**src/rtl/scu_timers_pkg.sv**
```systemverilog
// scu_timers_pkg: register types, write masks and register selects for the SCU timer stage
package scu_timers_pkg;
  typedef logic [9:0] T0C_t;
  typedef logic [8:0] T1S_t;
  typedef struct packed {
    logic md;
    logic enb;
  } T1MD_t;
  localparam logic [31:0] T0C_MASK = 32'h0000_03FF;
  localparam logic [31:0] T1S_MASK = 32'h0000_01FF;
  localparam logic [31:0] T1MD_MASK = 32'h0000_0003;
  localparam T1MD_t T1MD_INIT = '0;
  typedef enum logic [1:0] {
    T0C = 2'd0,
    T1S = 2'd1,
    T1MD = 2'd2
  } TMR_SEL_t;
endpackage

```
**src/rtl/scu_timers_if.sv**
```systemverilog
// scu_timers_if: register write bus from the SCU register file into the timer stage
interface scu_timers_if;
  logic        REG_WR;
  logic [1:0]  REG_SEL;
  logic [31:0] REG_DI;
  modport master (output REG_WR, REG_SEL, REG_DI);
  modport slave (input REG_WR, REG_SEL, REG_DI);
endinterface

```
**src/rtl/scu_tmr_edge.sv**
```systemverilog
// scu_tmr_edge: CE-qualified registered edge detector (RISE=1 rising, RISE=0 falling)
module scu_tmr_edge #(
  parameter bit RISE = 1'b1
) (
  input  logic clk,
  input  logic rst,
  input  logic ce,
  input  logic d,
  output logic ev
);
  logic d_q, d_d;
  always_comb begin
    d_d = ce ? d : d_q;
    ev = RISE ? d & ~d_q : ~d & d_q;
  end
  always_ff @(posedge clk) d_q <= rst ? 1'b0 : d_d;
endmodule

```
**src/rtl/scu_timers.sv**
```systemverilog
// scu_timers: SCU Timer 0/1 with T0C/T1S/T1MD registers; SCU_TIMER_STATUS_EN exposes T0_CNT/T1_CNT
module scu_timers
  import scu_timers_pkg::*;
(
  input  logic CLK,
  input  logic RST,
  input  logic CE,
  input  logic T1_TICK,
  input  logic HBLANK,
  input  logic VBLANK,
  scu_timers_if.slave bus,
  output logic T0I,
  output logic T1I
`ifdef SCU_TIMER_STATUS_EN
  ,
  output logic [9:0] T0_CNT,
  output logic [8:0] T1_CNT
`endif
);
  T0C_t t0c_q, t0c_d;
  T1S_t t1s_q, t1s_d;
  T1MD_t t1md_q, t1md_d;
  logic [9:0] t0_cnt_q, t0_cnt_d, t0_nxt;
  logic [8:0] t1_cnt_q, t1_cnt_d;
  logic armed_q, armed_d, t0_line_q, t0_line_d, t0i_q, t0i_d, t1i_q, t1i_d;
  logic hb_ev, vo_ev, t0_hit, tk, zero, on;
  scu_tmr_edge #(.RISE(1'b1)) u_hb (.clk(CLK), .rst(RST), .ce(CE), .d(HBLANK), .ev(hb_ev));
  scu_tmr_edge #(.RISE(1'b0)) u_vb (.clk(CLK), .rst(RST), .ce(CE), .d(VBLANK), .ev(vo_ev));
  always_comb begin
    t0c_d = bus.REG_WR && bus.REG_SEL == T0C ? T0C_t'(10'(bus.REG_DI & T0C_MASK)) : t0c_q;
    t1s_d = bus.REG_WR && bus.REG_SEL == T1S ? T1S_t'(9'(bus.REG_DI & T1S_MASK)) : t1s_q;
    t1md_d = bus.REG_WR && bus.REG_SEL == T1MD ? T1MD_t'(2'(bus.REG_DI & T1MD_MASK)) : t1md_q;
    on = t1md_q.enb;
    t0_nxt = vo_ev ? 10'd0 : hb_ev ? t0_cnt_q + 10'd1 : t0_cnt_q;
    t0_hit = (hb_ev | vo_ev) && t0_nxt == t0c_q;
    // a tick coinciding with the HBlank reload is dropped
    tk = T1_TICK && armed_q && !hb_ev;
    zero = t1_cnt_q == 9'd0;
    t0_cnt_d = !on ? 10'd0 : CE ? t0_nxt : t0_cnt_q;
    t0_line_d = !on ? 1'b0 : !CE ? t0_line_q : t0_hit ? 1'b1 : hb_ev ? 1'b0 : t0_line_q;
    t1_cnt_d = !on ? 9'd0 : !CE ? t1_cnt_q : hb_ev ? t1s_q : tk && !zero ? t1_cnt_q - 9'd1 : t1_cnt_q;
    armed_d = !on ? 1'b0 : !CE ? armed_q : hb_ev ? 1'b1 : tk && zero ? 1'b0 : armed_q;
    t0i_d = !on ? 1'b0 : !CE ? t0i_q : t0_hit;
    t1i_d = !on ? 1'b0 : !CE ? t1i_q : tk && zero && (!t1md_q.md || t0_line_q);
  end
  always_ff @(posedge CLK) begin
    if (RST) begin
      t0c_q <= '0;
      t1s_q <= '0;
      t1md_q <= T1MD_INIT;
      t0_cnt_q <= '0;
      t1_cnt_q <= '0;
      armed_q <= 1'b0;
      t0_line_q <= 1'b0;
      t0i_q <= 1'b0;
      t1i_q <= 1'b0;
    end else begin
      t0c_q <= t0c_d;
      t1s_q <= t1s_d;
      t1md_q <= t1md_d;
      t0_cnt_q <= t0_cnt_d;
      t1_cnt_q <= t1_cnt_d;
      armed_q <= armed_d;
      t0_line_q <= t0_line_d;
      t0i_q <= t0i_d;
      t1i_q <= t1i_d;
    end
  end
  assign T0I = t0i_q;
  assign T1I = t1i_q;
`ifdef SCU_TIMER_STATUS_EN
  assign T0_CNT = t0_cnt_q;
  assign T1_CNT = t1_cnt_q;
`endif
endmodule

```
**src/flat_wrapper.sv**
```systemverilog
// flat-port wrapper written by rule: the top's interface ports become plain ports
module scu_timers_flat import scu_timers_pkg::*;
  (CLK, RST, CE, T1_TICK, HBLANK, VBLANK, T0I, T1I, bus_REG_WR, bus_REG_SEL, bus_REG_DI);
  scu_timers_if bus_i ();
  input  logic CLK;
  input  logic RST;
  input  logic CE;
  input  logic T1_TICK;
  input  logic HBLANK;
  input  logic VBLANK;
  output logic T0I;
  output logic T1I;
  input wire logic [$bits(bus_i.REG_WR)-1:0] bus_REG_WR;
  input wire logic [$bits(bus_i.REG_SEL)-1:0] bus_REG_SEL;
  input wire logic [$bits(bus_i.REG_DI)-1:0] bus_REG_DI;
  assign bus_i.REG_WR = bus_REG_WR;
  assign bus_i.REG_SEL = bus_REG_SEL;
  assign bus_i.REG_DI = bus_REG_DI;
  scu_timers u_core (.CLK(CLK), .RST(RST), .CE(CE), .T1_TICK(T1_TICK), .HBLANK(HBLANK), .VBLANK(VBLANK), .bus(bus_i), .T0I(T0I), .T1I(T1I));
endmodule
```
**config.mk**
```make
export PLATFORM = sky130hd
export DESIGN_NAME = scu_timers_flat
export DESIGN_NICKNAME = d
export VERILOG_FILES = /design/src/rtl/scu_timers_pkg.sv /design/src/rtl/scu_timers_if.sv /design/src/rtl/scu_tmr_edge.sv /design/src/rtl/scu_timers.sv /design/src/flat_wrapper.sv
export SDC_FILE = /design/constraint.sdc
export NUM_CORES = 1
export LEC_CHECK = 0
export ABC_CLOCK_PERIOD_IN_PS = 3060
export CAP_MARGIN = 20
export CORE_ASPECT_RATIO = 1.4
export CORE_MARGIN = 5
export CORE_UTILIZATION = 52
export CTS_CLUSTER_SIZE = 20
export DETAILED_ROUTE_END_ITERATION = 10
export HOLD_SLACK_MARGIN = 0.03
export PLACE_DENSITY = 0.91
export SETUP_SLACK_MARGIN = 0.1
export SKIP_LAST_GASP = 1
export SYNTH_ARGS = -nofsm -noshare
export SYNTH_HDL_FRONTEND = slang
export SYNTH_SLANG_ARGS = --single-unit
```
**constraint.sdc**
```tcl
create_clock -name CLK -period 3.06 [get_ports CLK]
set_clock_uncertainty 0.15 [all_clocks]
set_input_delay 0.765 -clock CLK [delete_from_list [all_inputs] [get_ports CLK]]
set_output_delay 0.765 -clock CLK [all_outputs]
set_load 0.05 [all_outputs]
```
==> results.py <==
metrics = {
    "grt": {
        "grt_overflow_total": 0,
        "grt_max_degree": 17,
        "grt.total_usage_pct": 22.2,
        "grt_antenna_before_repair": 0,
        "grt_pass1_wl_mm": 10.6,
        "grt_pass1_vias": 2312,
    },
    "setup_path": {
        "arrival_ps": 2950,
        "cp_max_fo": 2,
        "critical_path_required_ps": 3150,
        "cp_cell_sequence": "clkdlybuf4s50_1 -> nand4b_2 -> or3_1 -> a21oi_1 -> xor2_1 -> a2111oi_1 -> o2111ai_2 -> o21ai_1",
        "cp_slowest_cell": "clkdlybuf4s50_1",
        "worstSetupPathType": "in2reg",
        "cp-start-kind": "input port",
        "rrSetupSlack_ps": 520,
        "max_stage_delay_ps": 520,
        "r2r_cells": 8,
        "crit_path_end_kind": "flip-flop",
    },
    "timing": {
        "period_share_pct": 93.6,
        "slew_headroom_pct": 58.1,
        "finalWorstSetupSlack_ps": 195,
        "maxSlewViolCount": 0,
        "fin_crit_ps": 2870,
        "grt_setup_unrepaired": "no",
        "worst_pin_slew_ps": 628,
        "hold_violations": 0,
        "finalHoldWorstSlack_ps": 313,
        "setup_viol": 0,
        "fmax_ghz": 0.349,
    },
    "drt": {
        "dr_total_vias": 2360,
        "drc_errors": 0,
        "ant_nets": 0,
        "wl_per_cell_um": 16.0,
        "first_pass_iters": 5,
        "wirelength_mm": 6.23,
        "drt_iter0_markers": 198,
        "vias_per_cell": 6.05,
    },
    "clock_network": {
        "cts_buffer_depth": 2,
        "cts_tree": "built",
        "htreeDepth": 2,
        "clock_latency_ps": 300,
        "clock-sinks": 46,
        "clk_pin_slew_ps": 80,
        "cts_root_buf": "clkbuf_8",
        "numCtsBuffers": 5,
        "cts_hold_buffers": 0,
    },
    "run_status": {
        "status": "finished, final reports clean",
    },
    "finish": {
        "most-common-layout-cells": "nor2_1 (49), dfxtp_1 (46), nand2_1 (29), mux2i_1 (24), buf_4 (22)",
        "design_area_um2": 2930,
        "syn_to_final_growth_pct": 20.6,
        "fin_nets": 371,
        "layout-drive-gt1-share_pct": 12.2,
        "final_common_cell": "nor2_1",
        "antenna_cells": 0,
        "finalNonFillerCells": 390,
    },
    "yosys": {
        "syn-instance-count": 297,
        "avgSynthCellArea_um2": 8.18,
        "ys_ff_latch": 46,
        "synth_largest_area_cell": "dfxtp_1",
        "syn_nets": 340,
        "synth-edff-count": 0,
        "synthTopCellsByArea": "dfxtp_1 (38%), mux2i_1 (9.9%), nor2_1 (7.6%), nand2_1 (4.5%), a21oi_1 (3.7%)",
        "yosys_warnings": 0,
        "synth_flop_cell": "dfxtp_1",
        "synth_area_um2": 2430,
        "yosysTopAreaCellShare_pct": 37.9,
        "postSynth.asyncResetShare_pct": 0,
        "yosysSeqAreaShare_pct": 37.9,
        "synth_cell_types": 50,
    },
    "placement": {
        "placed_area_um2": 2800,
        "dpl_worst_slack_ps": -41.1,
        "place_inst": 383,
        "dp_hpwl_mm": 4.39,
        "io_buffers": 20,
        "gp_congestion": 0.915,
    },
    "worst_hold_path": {
        "hold_path_depth": 2,
        "hold_class": "reg2reg",
    },
    "floorplan": {
        "start_util_pct": 53.5,
        "die_w_um": 67.8,
        "die_area_um2": 6160,
        "rows": 29,
        "io_pins": 43,
        "coreArea_um2": 4540,
        "die_h_um": 90.9,
    },
    "power": {
        "vdd_drop_max_mv": 0.417,
        "powerDensity_nw_per_um2": 417,
        "cellLeakagePower_nw": 1.17,
    },
    "job": {
        "max-cap-violations": 0,
    },
}
-- synth_stat cells, drive strengths merged (2+ instances only) --
master and number:
a211o 2, a21boi 2, a21oi 18, a22oi 8, and4 2, buf 4
clkbuf 14, dfxtp 46, ha 2, inv 4, mux2i 24, nand2 29
nand2b 8, nand3 5, nand3b 2, nand4 4, nand4b 3, nor2 49
nor2b 2, nor3 12, nor4 3, o21a 2, o21ai 22, o22ai 2
o311ai 3, or3 3, xnor2 4, xor2 4
-- through the flow --
stage	utilization, %	total power [mW]	setup TNS (ps)
after floorplan	-	0.708	0
after CTS	64.3	1.22	0
after detailed placement	61.8	0.767	-54.9
final	64.6	1.22	0
after global routing	64.6	1.27	0
after global placement	61.8	0.762	-93.3
-- flip-flops by register name, indices dropped and copies added, names as in the netlist, 9 cells and up --
| name | flops |
|---|---|
| u_core.t0c_q | 10 |
| u_core.t0_cnt_q | 10 |
| u_core.t1_cnt_q | 9 |
| u_core.t1s_q | 9 |
-- worst max-delay path: cells and delay by family --
family	cells	cell delay, ps
AO/OA/AOI/OAI	4	1070
buffers and inverters	1	520
AND/OR/NAND/NOR	2	510
XOR/XNOR	1	90
-- report_power, final --
group | total [mW] | internal [mW] | switching [mW]
clock | 0.463 | 0.261 | 0.202
sequential | 0.620 | 0.610 | 0.0105
combinational | 0.138 | 0.0668 | 0.0716
-- what timing repair did --
action	4_1_cts	5_1_grt
gates resized for setup	0	3
endpoints found under the setup margin	0	2
buffers inserted	0	0
-- path summary, 6_finish.rpt --
path                       to                from
max                u_core.T0I              HBLANK
min          u_core.t0_line_q    u_core.t0_line_q
max reg2reg        u_core.T0I  u_core.t0_cnt_q[0]
min reg2reg  u_core.t0_line_q    u_core.t0_line_q
-- final cells by class --
| type | count | area (um2) |
|---|---|---|
| Clock inverter | 1 | 30.0 |
| Clock buffer | 6 | 82.6 |
| Multi-Input combinational cell | 229 | 1440 |
| Tap cell | 62 | 77.6 |
| Sequential cell | 46 | 921 |
| Timing Repair Buffer | 42 | 365 |
| Fill cell | 355 | 1610 |
| Inverter | 4 | 15.0 |
-- logic make-up (layout without fill, tap and decap cells) --
| kind of cell | after synthesis | after routing | share of synthesized area [%] |
|---|---|---|---|
| compound gates | 68 | 68 | 18.0 |
| xor+xnor | 8 | 8 | 3.19 |
| fa+ha+maj | 2 | 2 | 1.03 |
| buf+inv | 22 | 53 | 3.61 |
| flops | 46 | 46 | 37.9 |
| mux | 24 | 24 | 9.89 |
| simple gates | 127 | 127 | 26.3 |
-- metal layers --
layer / vias to the layer above / share of wire [%] / track usage, %
li1: 1118 / - / -
met1: 1121 / 38 / 25.0
met2: 95 / 53 / 37.0
met3: 26 / 4.6 / 3.99
met4: 0 / 4.4 / 14.2
met5: - / 0 / 0
No activity file was read; power rests on OpenSTA's default activity.
